File: config.mk
export PLATFORM = sky130hd
export DESIGN_NAME = alu_cmd_sequencer
export DESIGN_NICKNAME = d
export VERILOG_FILES = /design/src/rtl/alu_cmd_sequencer.sv
export SDC_FILE = /design/constraint.sdc
export NUM_CORES = 1
export LEC_CHECK = 0
export CAP_MARGIN = 20
export CORE_MARGIN = 2
export CORE_UTILIZATION = 40
export CTS_BUF_LIST = sky130_fd_sc_hd__clkbuf_4 sky130_fd_sc_hd__clkbuf_8
export DETAILED_ROUTE_END_ITERATION = 12
export PLACE_DENSITY = 0.64
export SLEW_MARGIN = 10
export SYNTH_ARGS = -nofsm -noshare
export SYNTH_HDL_FRONTEND = slang
export SYNTH_SLANG_ARGS = --single-unit
File: constraint.sdc
create_clock -name clk -period 6.65 [get_ports clk]
set_input_delay 1.33 -clock clk [delete_from_list [all_inputs] [get_ports clk]]
set_output_delay 1.33 -clock clk [all_outputs]
set_load 0.01 [all_outputs]
File: src/rtl/alu_cmd_sequencer.sv
// alu_cmd_sequencer: command initiator for the accumulator ALU breadboard.
// Holds a program of {opcode, operand} entries, issues one entry per cycle on
// opcode/A, captures the ALU result bus (acc_in) for every issued entry into a
// small result FIFO and pulses done once the FIFO has drained.
//
// Ports:
//   clk, rst                 clock, synchronous active-high reset
//   ld_valid/ld_data/ld_ready program-load handshake (append to program)
//   clear                    empty the program (IDLE only, wins over start)
//   start                    begin a run (IDLE only)
//   busy, done               run status; done is a one-cycle pulse
//   opcode, A                registered ALU command; 0 whenever nothing issued
//   acc_in                   ALU combinational next-accumulator value
//   res_valid/res_data/res_op/res_ready  result FIFO head and pop handshake
module alu_cmd_sequencer #(
  parameter int unsigned DEPTH     = 16,
  parameter int unsigned RES_DEPTH = 4,
  parameter logic [3:0]  HALT_OP   = 4'hF
) (
  input  logic        clk,
  input  logic        rst,
  input  logic        ld_valid,
  input  logic [19:0] ld_data,
  output logic        ld_ready,
  input  logic        clear,
  input  logic        start,
  output logic        busy,
  output logic        done,
  output logic [3:0]  opcode,
  output logic [15:0] A,
  input  logic [31:0] acc_in,
  output logic        res_valid,
  output logic [31:0] res_data,
  output logic [3:0]  res_op,
  input  logic        res_ready
);

  localparam int unsigned AddrW  = $clog2(DEPTH);
  localparam int unsigned PtrW   = $clog2(DEPTH) + 1;
  localparam int unsigned FAddrW = (RES_DEPTH > 1) ? $clog2(RES_DEPTH) : 1;
  localparam int unsigned CntW   = $clog2(RES_DEPTH + 1);

  localparam logic [PtrW-1:0]   DepthP    = PtrW'(DEPTH);
  localparam logic [CntW-1:0]   ResDepthC = CntW'(RES_DEPTH);
  localparam logic [FAddrW-1:0] FLast     = FAddrW'(RES_DEPTH - 1);

  typedef enum logic [1:0] {StIdle, StRun, StDrain} state_e;

  state_e state_q, state_d;

  logic [19:0] prog_mem [DEPTH];
  logic [35:0] res_mem  [RES_DEPTH];

  logic [PtrW-1:0]   wr_ptr_q, wr_ptr_d;
  logic [PtrW-1:0]   pc_q, pc_d;
  logic [3:0]        opcode_q, opcode_d;
  logic [15:0]       a_q, a_d;
  logic              iss_q, iss_d;
  logic              done_q, done_d;
  logic [FAddrW-1:0] fifo_head_q, fifo_head_d;
  logic [FAddrW-1:0] fifo_tail_q, fifo_tail_d;
  logic [CntW-1:0]   fifo_cnt_q, fifo_cnt_d;

  logic [19:0]       cur_entry;
  logic [3:0]        cur_op;
  logic              ld_fire;
  logic              push;
  logic              pop;
  logic [CntW-1:0]   cnt_post;
  logic              prog_end;
  logic              can_issue;
  logic              start_ok;

  function automatic logic [FAddrW-1:0] fifo_inc(input logic [FAddrW-1:0] p);
    return (p == FLast) ? '0 : p + 1'b1;
  endfunction

  // State register and datapath registers.
  always_ff @(posedge clk) begin
    if (rst) begin
      state_q     <= StIdle;
      wr_ptr_q    <= '0;
      pc_q        <= '0;
      opcode_q    <= '0;
      a_q         <= '0;
      iss_q       <= 1'b0;
      done_q      <= 1'b0;
      fifo_head_q <= '0;
      fifo_tail_q <= '0;
      fifo_cnt_q  <= '0;
    end else begin
      state_q     <= state_d;
      wr_ptr_q    <= wr_ptr_d;
      pc_q        <= pc_d;
      opcode_q    <= opcode_d;
      a_q         <= a_d;
      iss_q       <= iss_d;
      done_q      <= done_d;
      fifo_head_q <= fifo_head_d;
      fifo_tail_q <= fifo_tail_d;
      fifo_cnt_q  <= fifo_cnt_d;
    end
  end

  // Storage arrays are not reset.
  always_ff @(posedge clk) begin
    if (ld_fire) begin
      prog_mem[wr_ptr_q[AddrW-1:0]] <= ld_data;
    end
    if (push) begin
      res_mem[fifo_tail_q] <= {opcode_q, acc_in};
    end
  end

  // Next-state logic.
  always_comb begin
    state_d = state_q;
    unique case (state_q)
      StIdle:  if (start_ok && (wr_ptr_q != '0)) state_d = StRun;
      StRun:   if (prog_end) state_d = StDrain;
      StDrain: if (fifo_cnt_q == '0) state_d = StIdle;
      default: state_d = StIdle;
    endcase
  end

  // Datapath next values.
  always_comb begin
    cur_entry = prog_mem[pc_q[AddrW-1:0]];
    cur_op    = cur_entry[19:16];
    start_ok  = (state_q == StIdle) && start && !clear;
    ld_fire   = ld_valid && ld_ready && !clear;

    // The entry currently on opcode/A is captured at this edge; the ALU
    // accumulator updates at the same edge, so acc_in is that entry's result.
    push     = iss_q;
    pop      = res_ready && (fifo_cnt_q != '0);
    cnt_post = fifo_cnt_q + CntW'(push) - CntW'(pop);

    prog_end  = (pc_q >= wr_ptr_q) || (cur_op == HALT_OP);
    // Only issue when the result will have a FIFO slot at the following edge.
    can_issue = (state_q == StRun) && !prog_end && (cnt_post < ResDepthC);

    wr_ptr_d = wr_ptr_q;
    if ((state_q == StIdle) && clear) begin
      wr_ptr_d = '0;
    end else if (ld_fire) begin
      wr_ptr_d = wr_ptr_q + 1'b1;
    end

    pc_d     = pc_q;
    opcode_d = '0;
    a_d      = '0;
    iss_d    = 1'b0;
    if (start_ok && (wr_ptr_q != '0)) begin
      pc_d = '0;
    end else if (can_issue) begin
      pc_d     = pc_q + 1'b1;
      opcode_d = cur_op;
      a_d      = cur_entry[15:0];
      iss_d    = 1'b1;
    end

    done_d = (start_ok && (wr_ptr_q == '0)) ||
             ((state_q == StDrain) && (fifo_cnt_q == '0));

    fifo_head_d = pop  ? fifo_inc(fifo_head_q) : fifo_head_q;
    fifo_tail_d = push ? fifo_inc(fifo_tail_q) : fifo_tail_q;
    fifo_cnt_d  = cnt_post;
  end

  // Outputs.
  always_comb begin
    busy      = (state_q != StIdle);
    done      = done_q;
    ld_ready  = (state_q == StIdle) && (wr_ptr_q < DepthP) && !start && !rst;
    opcode    = opcode_q;
    A         = a_q;
    res_valid = (fifo_cnt_q != '0);
    {res_op, res_data} = res_mem[fifo_head_q];
  end

endmodule

==> run metrics, run 1 <==
status completed; num ports approximately 120; Layout Nets about 1100; H-tree levels 3; R2R depth 8; Num CTS Buffers approximately 80; Min Hold Slack about 0.48 ns; Max Fanout on Critical Path 24; Diodes inserted 0; Crit Path Class primary input to primary output; GRT met3 Usage 0.04486; Slew Limit Fails 0; leading area contributor after synthesis edfxtp_1; fin cells ~1700; 1st-iter DRT viols about 850; DP Area approximately 21000 um^2; Synth Instances around 860; fin area around 23000 um^2; RSZ-0062 raised after global routing no; initial antenna violation count 0; Crit. End Element primary output; Core Util, Final 0.4824; max frequency around 200 MHz; EDFF count, synth 464; DRT antenna net count 0; reg-to-reg setup timing slack between 2 and 3 ns; final hold viol count 0; M2 GR Usage 0.2266; max_slew headroom 0.3119; Wirelength per Cell between 20 and 25 um; crit path time final 4.951 ns; crit start category primary input; Resize count post-CTS 0; CTS max path bufs 3; Layout fillers 3855; flops & latches, synth roughly 510; pwr dens 290.2 nW/um^2; syn avg cell area around 22 um^2; all-layer global routing usage 0.1569; Area contributors post-synth edfxtp_1 72%, mux4_2 15%, dfxtp_1 4.9%; first-pass GRT wire length roughly 58000 um; Synth top area share 0.7195; area grow syn2layout 18.95%; hold buffers post-CTS 0; core area around 48000 um^2; Syn. warnings 0; commonest cells in the netlist 464 x edfxtp_1, 125 x mux4_2, 47 x dfxtp_1; pin count of the biggest net entering global routing 42; worst hold endpoint pc_q[4]$_SDFFE_PP0N_; initial core utilization 0.4056; global route hottest layer met1; clock skew 0.02142 ns; post-synthesis cell area around 19000 um^2; hold crit path type flop to flop; vias in the first global route 9235; CTS sink cnt 511; Via Count ~9000; CTS tree yes; FF-to-FF End A[14]$_SDFF_PP0_; register area 14880 um^2; CTS Root Cell clkbuf_8; share of cells above drive strength 1 0.2916; multi-input logic area roughly 4300 um^2; Final period util 0.7445; hold depth 2; DRC Markers 0; Hold Path Origin pc_q[4]$_SDFFE_PP0N_; number of core rows 80; register area share after synthesis 0.7681; Async SR Flop Fraction 0; Die Area ~50000 um^2; post-DP HPWL around 24000 um; die width ~220 um; CP required 5.32 ns; routed wire length around 39000 um; measured slew at the worst slew-check pin ~1.0 ns; Pleak a little over 7 nW; Setup TNS Final 0 ns; CP Data Arrival Time 3.62 ns; clk_lat worst skew between 0.6 and 0.7 ns; GRT met1 Usage 0.2331; CTS clk-pin slew, worst paths ~0.06 ns; global route overflow 0; Placed Cells about 1600; number of buffers added for setup after CTS 0; overall die height approximately 220 um; Net Count, Synth ~940; I/O Buffers approximately 120; Max-Cap Viols 0; Final GP Congestion between 0.7 and 0.8; leading register cell type out of synthesis edfxtp_1; Distinct cells, synth between 40 and 50; Max rail drop VDD about 160 uV; DR pass1 iterations 5; top-count cell post-synth edfxtp_1; final setup violation count 0; Via density around 5.2
==> layout by cell type (no fill, tap or decap), drive strengths merged, types with 2 or more instances in the layout <==
cell type      instances
buf                   22
a21o                   4
nand3                 10
nand2                 20
a22oi                  5
bufinv                 5
inv                   19
nor3                   9
clkinvlp               3
a2111oi                4
a211oi                 2
ha                    16
clkdlybuf4s50        117
o21ba                  2
edfxtp               464
clkinv                26
xnor2                  5
nor3b                 20
nand2b                 5
nand4                  3
mux2i                  8
a21oi                  5
dfxtp                 47
nor2b                  5
mux4                 132
clkbuf               111
and2                   5
nor2                  26
==> metal layers <==
metal  vias up  routed length [um]
met5         -                   0
met4         0                 638
met3        60                2863
met2       284               17590
met1      4733               17950
li1       3971                   -
==> cell families (layout without fill, tap and decap cells) <==
logic type | Yosys count | after routing | share of synthesized area
muxes | 140 | 140 | 0.1590
and+or+nand+nor | 110 | 110 | 0.03528
xor gates and xnor gates | 5 | 5 | 0.002261
AOI/OAI and AO/OA | 25 | 25 | 0.01021
DFF | 511 | 511 | 0.7681
adders and majority gates | 17 | 17 | 0.01137
buffers and inverters | 56 | 303 | 0.01376
==> how the worst max path moves through the flow <==
stage,start,to,slack [ns],cells past startpoint
floorplan,rst,prog_mem[3][0]$_DFFE_PP_,2.04,7
global placement,rst,prog_mem[4][12]$_DFFE_PP_,1.59,6
detailed placement,rst,prog_mem[15][12]$_DFFE_PP_,1.53,6
CTS,rst,ld_ready,1.67,4
global route,rst,ld_ready,1.52,4
finish,rst,ld_ready,1.70,4
==> flip-flops by register name (all words and copies together), names as in the netlist, 2 cells and up, named ones only <==
name / count
state_q: 2
fifo_tail_q: 2
A: 16
opcode: 4
pc_q: 5
prog_mem: 320
fifo_cnt_q: 3
fifo_head_q: 2
wr_ptr_q: 5
res_mem: 144
==> stage by stage <==
| step | total power, mW | worst slack (ns) |
|---|---|---|
| floorplan | 3.809 | 2.042 |
| global placement | 4.021 | 1.591 |
| detailed placement | 4.025 | 1.535 |
| CTS | 6.771 | 1.670 |
| global route | 6.942 | 1.520 |
| finish | 6.685 | 1.699 |
==> layout make-up <==
type	instances	share of cell area
flip-flops and latches	511	0.6462
clock buffers	111	0.05953
repair buffers	139	0.05932
well taps	615	0.03341
multi-input cells	297	0.1858
clock inverters	37	0.01320
inverters	16	0.002607
==> worst max-delay path, stage by stage <==
cell             delay, ns
clkdlybuf4s50_1       0.64
or2_2                 0.71
nor4_1                0.34
clkdlybuf4s50_1       0.60
==> where the power goes <==
group	internal [mW]	switching, mW
Clock	1.54	1.20
Combinational	0.225	0.193
Sequential	3.51	0.0186
Total	5.27	1.41
Power figures use the tool's default switching activity.
==> run 2, diff against run 1 <==
==> constraint.sdc (replaced) <==
create_clock -name clk -period 4.85 [get_ports clk]
set_input_delay 0.97 -clock clk [delete_from_list [all_inputs] [get_ports clk]]
set_output_delay 0.97 -clock clk [all_outputs]
set_load 0.01 [all_outputs]
==> run metrics, run 2 (synthesized netlist as in run 1, its figures left out) <==
overall die height 224.0 um (unchanged); DRC Markers 0 (unchanged); vias in the first global route 9469 (+2.5%); max frequency between 200 and 300 MHz; global route overflow 0 (unchanged); num ports 118 (unchanged); hold crit path type flop to flop; DRT antenna net count 0 (unchanged); CTS max path bufs 3 (unchanged); max_slew headroom 0.3112 (-0.0006700); clk_lat worst skew 0.64 ns (about the same); Layout fillers 3896 (+1.1%); Via density 5.255 (+0.24%); routed wire length 39380 um (+0.87%); Diodes inserted 0 (unchanged); sequential power share 0.531 (+0.003); RSZ-0062 raised after global routing no; number of core rows 80 (unchanged); Max-Cap Viols 0 (unchanged); CP required 3.88 ns (-1.44 ns); Max rail drop VDD 251.5 uV (+53%); Critical Path, Cell by Cell buf_4 -> mux4_2 -> clkdlybuf4s50_1; DR pass1 iterations 5 (unchanged); all-layer global routing usage 0.1603 (+0.003431); Num CTS Buffers 82 (unchanged); final setup violation count 0 (unchanged); P_sw 1.924 mW (+36%); Via Count 9117 (+0.76%); number of flip-flops in the largest register 320 (unchanged); Setup TNS Final 0 ns (unchanged); Crit. End Element primary output; DP Area 21380 um^2 (+0.38%); initial antenna violation count 0 (unchanged); number of buffers added for setup after CTS 0 (unchanged); crit start category flop; combinational share of power 0.060 (-0.003); Core Util, Final 0.4833 (+0.0008910); Final period util 0.8111; Final GP Congestion 0.7444 (-5.5%); Pleak 7.152 nW (+0.80%); CTS sink cnt 511 (unchanged); share of cells above drive strength 1 0.3027 (+0.01105); most common cell after layout, fill and taps aside edfxtp_1; Place WS 0.7317 ns (-0.8030 ns); area grow syn2layout 19.17%; clock skew 0.02419 ns (+0.002771 ns); final hold viol count 0 (unchanged); first-pass GRT wire length 59280 um (+2.0%); pwr dens 396.5 nW/um^2 (+37%); Clk pwr share 0.408 (about the same); hold buffers post-CTS 0 (unchanged); commonest non-fill, non-tap cells in the layout 464 x edfxtp_1, 125 x mux4_2, 117 x clkdlybuf4s50_1; CTS tree yes; Die Area 50190 um^2 (unchanged); CP Data Arrival Time 2.96 ns (-0.66 ns); CTS clk-pin slew, worst paths 0.06 ns (about the same); Max Fanout on Critical Path 23 (-4.2%); CTS Root Cell clkbuf_8; switching share of total power 0.2102 (-0.0008259); status completed; measured slew at the worst slew-check pin 1.033 ns (+0.001005 ns); Resize count post-CTS 0 (unchanged); post-layout worst setup margin 0.9163 ns (-0.7825 ns); 1st-iter DRT viols 646 (-24%); Crit-path slowest cell dfxtp_2; fin area 23080 um^2 (+0.18%); crit-path max cell delay 0.66 ns (-0.05 ns); Slew Limit Fails 0 (unchanged); I/O Buffers 117 (unchanged); Wirelength per Cell 22.69 um (+0.34%); post-DP HPWL 23040 um (-3.5%); Final Power 9.151 mW (+37%); Pint 7.227 mW (+37%); core area 47750 um^2 (unchanged); Crit Path Class flop to primary output; crit path time final approximately 3.9 ns; H-tree levels 3 (unchanged); pin count of the biggest net entering global routing 61 (+45%); Layout Nets 1127 (+0.45%); die width 224.0 um (unchanged); initial core utilization 0.4056 (unchanged)
run 2: cell count changes in the layout (fill, tap and decap cells not counted):
cell / delta
inv_6: -2
clkinv_2: +2
buf_8: -4
clkinv_1: -6
clkinvlp_4: -2
clkbuf_4: +7
clkbuf_8: +6
bufinv_16: -3
buf_12: +1
buf_4: +8
inv_8: +2
run 2: power groups by stage:
stage	Combinational [mW]	Sequential, mW	Clock (mW)
2_1_floorplan	0.305	4.92	0
3_3_place_gp	0.548	4.96	0
3_5_place_dp	0.555	4.96	0
4_1_cts	0.561	4.87	3.84
5_1_grt	0.590	4.87	4.03
6_report	0.551	4.86	3.74
run 2: final timing paths:
path,cells after the start,slack [ns],startpoint,end
worst max register to register,7,1.41,flop,opcode[1]$_SDFF_PP0_
worst max-delay path,3,0.92,flop,res_data[26]
worst min register to register,2,0.48,pc_q[4]$_SDFFE_PP0N_,pc_q[4]$_SDFFE_PP0N_
worst min-delay path,2,0.48,pc_q[4]$_SDFFE_PP0N_,pc_q[4]$_SDFFE_PP0N_
run 2: layer usage:
layer | GRT usage | part of all wire
met4 | 0.04581 | 0.015
met5 | 0 | 0
met1 | 0.2215 | 0.44
met3 | 0.04132 | 0.061
met2 | 0.2531 | 0.48
run 2: metrics by stage:
stage                     instances  hold slack, ns
final                          1735          0.4810
after global routing           1735          0.5068
after CTS                      1735          0.4870
after detailed placement       1583          0.4778
after global placement         1583          0.4595
after floorplan                 864          0.4464
run 2: layout make-up:
class | instances | area [um^2] | area share
flip-flops and latches | 511 | 14880 | 0.6450
multi-input cells | 297 | 4279 | 0.1854
clock buffers | 124 | 1506 | 0.06528
repair buffers | 144 | 1386 | 0.06007
well taps | 615 | 769.5 | 0.03334
clock inverters | 28 | 191.4 | 0.008295
inverters | 16 | 60.06 | 0.002602
run 2: worst max-delay path, delay by kind of cell, from the launching register on:
kind	cells	cell delay, ns
flip-flops	1	0.66
buffers and inverters	2	1.06
multiplexers	1	0.57
